`config.mk`:
```
export PLATFORM = sky130hd
export DESIGN_NAME = sequenciador_quadros
export DESIGN_NICKNAME = d
export VERILOG_FILES = /design/src/rtl/sequenciador_quadros.sv
export SDC_FILE = /design/constraint.sdc
export NUM_CORES = 1
export LEC_CHECK = 0
export BUFFER_PORTS_ARGS = -buffer_cell sky130_fd_sc_hd__buf_2
export CORE_ASPECT_RATIO = 0.9
export CORE_MARGIN = 3
export CORE_UTILIZATION = 40
export DETAILED_ROUTE_END_ITERATION = 12
export SYNTH_ARGS = -nofsm -noshare
export SYNTH_HDL_FRONTEND = slang
export SYNTH_SLANG_ARGS = --single-unit
```
`constraint.sdc`:
```
create_clock -name clk -period 2 [get_ports clk]
set_input_delay 0.1 -clock clk [delete_from_list [all_inputs] [get_ports clk]]
set_output_delay 0.1 -clock clk [all_outputs]
set_load 0.005 [all_outputs]
```
`src/rtl/sequenciador_quadros.sv`:
```
// Frame sequencer: periodic frame timer, byte address walk over one frame,
// one-cycle image read latency absorption, valid/ready byte hand-off to the
// display transmitter and per-state animation frame indexing.
//
// state    | meaning
// ---------+----------------------------------------------------------
// ESPERA   | idle between frames, waiting for a pending tick + enable
// BUSCA    | byte address presented to the image controller
// CARREGA  | image data valid, captured into tx_data
// ENVIA    | tx_valid held until the transmitter accepts the byte
// FIM      | frame complete: done pulse, animation index update
module sequenciador_quadros #(
  parameter int FRAME_BYTES  = 1024,
  parameter int FRAME_PERIOD = 2700000,
  parameter int ANIM_DIVIDER = 4
) (
  input  logic       clk,
  input  logic       rst,
  input  logic       enable,
  input  logic [3:0] estado,
  input  logic [7:0] pixel_data,
  output logic [9:0] byte_counter,
  output logic [3:0] estado_frame,
  output logic [2:0] anim_index,
  output logic [7:0] tx_data,
  output logic       tx_valid,
  input  logic       tx_ready,
  output logic       frame_busy,
  output logic       frame_done
);

  localparam int TW = (FRAME_PERIOD > 2) ? $clog2(FRAME_PERIOD) : 1;
  localparam int DW = $clog2(ANIM_DIVIDER + 1);

  localparam logic [TW-1:0] TIMER_LAST = TW'(FRAME_PERIOD - 1);
  localparam logic [9:0]    BYTE_LAST  = 10'(FRAME_BYTES - 1);
  localparam logic [DW-1:0] DIV_LAST   = DW'(ANIM_DIVIDER);

  localparam logic [2:0] ESPERA  = 3'd0;
  localparam logic [2:0] BUSCA   = 3'd1;
  localparam logic [2:0] CARREGA = 3'd2;
  localparam logic [2:0] ENVIA   = 3'd3;
  localparam logic [2:0] FIM     = 3'd4;

  logic [TW-1:0] timer_q, timer_d;
  logic          pending_q, pending_d;
  logic [2:0]    state_q, state_d;
  logic [9:0]    byte_counter_q, byte_counter_d;
  logic [3:0]    estado_frame_q, estado_frame_d;
  logic [2:0]    anim_q, anim_d;
  logic [DW-1:0] div_q, div_d;
  logic [7:0]    tx_data_q, tx_data_d;
  logic          tx_valid_q, tx_valid_d;
  logic          busy_q, busy_d;
  logic          done_q, done_d;

  logic          tick;
  logic          start;
  logic [2:0]    anim_last;
  logic [DW-1:0] div_inc;

  // Highest animation index for the latched state; unknown codes use 6 frames.
  always_comb begin
    case (estado_frame_q)
      4'b0001: anim_last = 3'd3;
      4'b0010: anim_last = 3'd4;
      4'b0100: anim_last = 3'd6;
      4'b1000: anim_last = 3'd7;
      default: anim_last = 3'd5;
    endcase
  end

  // Next-state logic: frame timer, pending flag, sequencing FSM and animation.
  always_comb begin
    timer_d        = timer_q;
    state_d        = state_q;
    byte_counter_d = byte_counter_q;
    estado_frame_d = estado_frame_q;
    anim_d         = anim_q;
    div_d          = div_q;
    tx_data_d      = tx_data_q;
    tx_valid_d     = tx_valid_q;
    busy_d         = busy_q;
    done_d         = 1'b0;
    start          = 1'b0;
    div_inc        = div_q + DW'(1);

    tick    = (timer_q == TIMER_LAST);
    timer_d = tick ? '0 : timer_q + TW'(1);

    case (state_q)
      ESPERA: begin
        if (pending_q && enable) begin
          start          = 1'b1;
          byte_counter_d = '0;
          estado_frame_d = estado;
          busy_d         = 1'b1;
          state_d        = BUSCA;
          // A new pet state restarts its animation from the first frame.
          if (estado != estado_frame_q) begin
            anim_d = '0;
            div_d  = '0;
          end
        end
      end
      BUSCA: begin
        state_d = CARREGA;
      end
      CARREGA: begin
        tx_data_d  = pixel_data;
        tx_valid_d = 1'b1;
        state_d    = ENVIA;
      end
      ENVIA: begin
        if (tx_ready) begin
          tx_valid_d = 1'b0;
          if (byte_counter_q == BYTE_LAST) begin
            state_d = FIM;
          end else begin
            byte_counter_d = byte_counter_q + 10'd1;
            state_d        = BUSCA;
          end
        end
      end
      FIM: begin
        done_d  = 1'b1;
        busy_d  = 1'b0;
        state_d = ESPERA;
        if (div_inc == DIV_LAST) begin
          div_d  = '0;
          anim_d = (anim_q == anim_last) ? 3'd0 : anim_q + 3'd1;
        end else begin
          div_d = div_inc;
        end
      end
      default: begin
        state_d = ESPERA;
      end
    endcase

    // A tick on the same edge a frame starts queues the following frame.
    pending_d = (pending_q & ~start) | tick;
  end

  // State registers with synchronous reset.
  always_ff @(posedge clk) begin
    if (rst) begin
      timer_q        <= '0;
      pending_q      <= 1'b0;
      state_q        <= ESPERA;
      byte_counter_q <= '0;
      estado_frame_q <= '0;
      anim_q         <= '0;
      div_q          <= '0;
      tx_data_q      <= '0;
      tx_valid_q     <= 1'b0;
      busy_q         <= 1'b0;
      done_q         <= 1'b0;
    end else begin
      timer_q        <= timer_d;
      pending_q      <= pending_d;
      state_q        <= state_d;
      byte_counter_q <= byte_counter_d;
      estado_frame_q <= estado_frame_d;
      anim_q         <= anim_d;
      div_q          <= div_d;
      tx_data_q      <= tx_data_d;
      tx_valid_q     <= tx_valid_d;
      busy_q         <= busy_d;
      done_q         <= done_d;
    end
  end

  assign byte_counter = byte_counter_q;
  assign estado_frame = estado_frame_q;
  assign anim_index   = anim_q;
  assign tx_data      = tx_data_q;
  assign tx_valid     = tx_valid_q;
  assign frame_busy   = busy_q;
  assign frame_done   = done_q;

endmodule

```
==> impl_results.md <==
* Hold Path Cell Cnt at 3
* RD Place Congestion at approximately 0.80
* Final Worst Setup Slack at 163 ps
* YS warnings at 0
* CTS Sinks at between 50 and 60
* Die area at a little under 8000 um^2
* CP required at 2280 ps
* PortBufs at 43
* Setup crit end kind: flip-flop
* Final Cycle Share at 91.8%
* Pin count of the biggest net entering global routing at 24
* Crit path DAT at 2120 ps
* Slew @ Worst Pin at roughly 550 ps
* Vias per cell at a little under 5
* CTS Buf Count at 9
* Crit Path Class: flip-flop to flip-flop
* Area grow syn2layout at 23.1%
* Die height at ~84 um
* Initial Utilization at a little over two fifths
* Ports at 44
* Leakage power at roughly 1.4 nW
* Setup TNS at 0 ps
* Type of origin of the critical path: flip-flop
* Root buffer cell: clkbuf_8
* Number of remaining DRC errors at 0
* RSZ-0062 raised after global routing: false
* Detailed Route WL at 5610 um
* ANT nets after route at 0
* Post-Syn Instances at ~310
* Worst R2R Path Depth at 6
* DR vias at approximately 2.3k
* Commonest cells after routing, fill and taps aside: nor2_1, dfxtp_1, buf_2
* Clk_lat worst skew at roughly 330 ps
* Register area share after synthesis at 42.0%
* Peak Freq at 544 MHz
* Asr flop ratio synth at 0%
* Share of cells above drive strength 1 at 22.0%
* Diodes inserted at 0
* Most common cell after layout, fill and taps aside: nor2_1
* Die W at 92.9 um
* Setup-failing EPs final at 0
* H-tree depth at 3
* GRT overflow at 0
* Final nets at slightly below 400
* Drt wl/cell at between 10 and 15 um
* Hold Path Class: input port to flip-flop
* TritonRoute pass-1 iters at 4
* Min Tclk post-route at ~1800 ps
* Setup Fix Bufs, Post-CTS at 0
* Dpl hpwl at 4030 um
* Core area at about 6400 um^2
* Maximum VDD drop at roughly 0.47 mV
* Power Total at 2.52 mW
* Row cnt at 27
* Number of distinct library cells after synthesis at 42
* Initial DRC Count at 50
* Mapped Nets at between 300 and 400
* Dpl ws at between 50 and 60 ps
* Mapped Area at ~2700 um^2
* Primary FF master, synth: dfxtp_1
* Maxcap violations at 0
* PwrDens at 752 nW/um^2
* Number of global-route vias before repair at between 2k and 2.5k
* Worst Path Max Fanout at 4
* Post-synth EDFFs at 0
* Clock slew at reported path FFs at 60 ps
* Status: completed
* Final Hold Fails at 0
* Worst relative slew slack at between 60% and 70%
* Initial antenna violation count at 0
* CTS tree: built
* #FFs+latches synth at 57
* Total track usage at 14.8%
* Setup Skew at 3.89 ps
* Mean Syn Cell Area at 8.74 um^2
* Max Slew Vio Count at 0
* R2r setup slk at about 160 ps
* First-pass GRT wire length at between 9000 and 10,000 um
* CTS Buffer Depth at 2
## sequential cells by signal, indices dropped and copies added, names as in the netlist
| register | cells |
|---|---|
| timer_q | 22 |
| byte_counter | 10 |
| tx_data | 8 |
| estado_frame | 4 |
| anim_index | 3 |
| div_q | 3 |
| state_q | 3 |
| frame_busy | 1 |
| frame_done | 1 |
| pending_q | 1 |
| tx_valid | 1 |
## layer usage
| layer | wire length, um | vias up | track usage, % |
|---|---|---|---|
| li1 | - | 1193 | - |
| met1 | 2830 | 1025 | 19.9 |
| met2 | 2460 | 31 | 22.1 |
| met3 | 252 | 7 | 6.09 |
| met4 | 67 | 0 | 3.99 |
| met5 | 0 | - | 0 |
## timing repair
item | CTS | global route
resized for setup | 0 | 5
hold buffers | 7 | 0
endpoints found under the hold margin | 7 | 0
endpoints found under the setup margin | 0 | 22
## final cells by class
type,count,area (um^2)
clock buffers,11,151
clock inverters,5,77.6
fillers,636,3010
inverters,6,22.5
multi-input cells,235,1490
flip-flops and latches,57,1140
well taps,87,109
repair buffers,59,353
## synth_stat cells (2+ instances only)
cell type  count  share of area (%)
nand2_1       18                2.5
nor3b_1        3               0.83
nand2b_1       4               0.92
dfxtp_1       57                 42
clkbuf_1       4               0.55
and3_1         7                1.6
buf_6          4                1.7
and4_1         3               0.97
nand4_1       11                2.5
nor2_1        64                8.8
or4_1          2               0.55
nor4b_1        4                1.3
xor2_1        29                9.3
mux2i_1       10                3.7
a21oi_1       10                1.8
o21ai_0        3               0.55
ha_1           5                2.3
or2_2          3               0.69
and2_1         3               0.69
nor4_1         4               0.92
nand3_1       20                3.7
buf_2          5               0.92
o2bb2ai_1      2               0.64
or3_2          2               0.55
inv_1          6               0.83
nor3_1         5               0.92
nand4b_1       2               0.64
a2111oi_0      2               0.64
xnor2_1        6                1.9
## worst max-delay path, stage by stage, from the launching register on
cell and delay [ps]:
dfxtp_1 360, ha_1 210, xor2_1 190, nand2_1 120, or3_2 430, a2111oi_2 330, or3_1 140
## final timing paths
| check | startpoint | to |
|---|---|---|
| max | div_q[1]$_SDFFE_PP0P_ | anim_index[2]$_SDFFE_PP0P_ |
| min | pixel_data[3] | tx_data[3]$_SDFFE_PP0P_ |
| max reg2reg | div_q[1]$_SDFFE_PP0P_ | anim_index[2]$_SDFFE_PP0P_ |
| min reg2reg | div_q[0]$_SDFFE_PP0P_ | div_q[0]$_SDFFE_PP0P_ |
## kinds of logic (layout without fill, tap and decap cells)
group           Yosys count  count (layout)  share of synthesized area, %
buf+inv                  19              81                          3.96
xor+xnor                 35              35                          11.3
mux                      10              10                          3.68
fa+ha+maj                 5               5                          2.30
flops                    57              57                          42.0
simple gates            161             161                          30.8
compound gates           24              24                          6.03
## where the power goes
| group | internal (mW) | total, mW | switching, mW |
|---|---|---|---|
| Clock | 0.764 | 1.21 | 0.450 |
| Combinational | 0.0641 | 0.127 | 0.0627 |
| Sequential | 1.16 | 1.18 | 0.0204 |
## per-stage QoR
stage,utilization (%),hold slack (ps),cell area [um^2],std cells
after floorplan,-,239,2720,311
after global placement,47.7,337,3030,437
after detailed placement,47.7,343,3030,437
after CTS,52.4,10.9,3330,460
after global routing,52.7,32.5,3350,460
final,52.7,24.8,3350,460
Note: power is estimated with default switching activity, not from simulation.
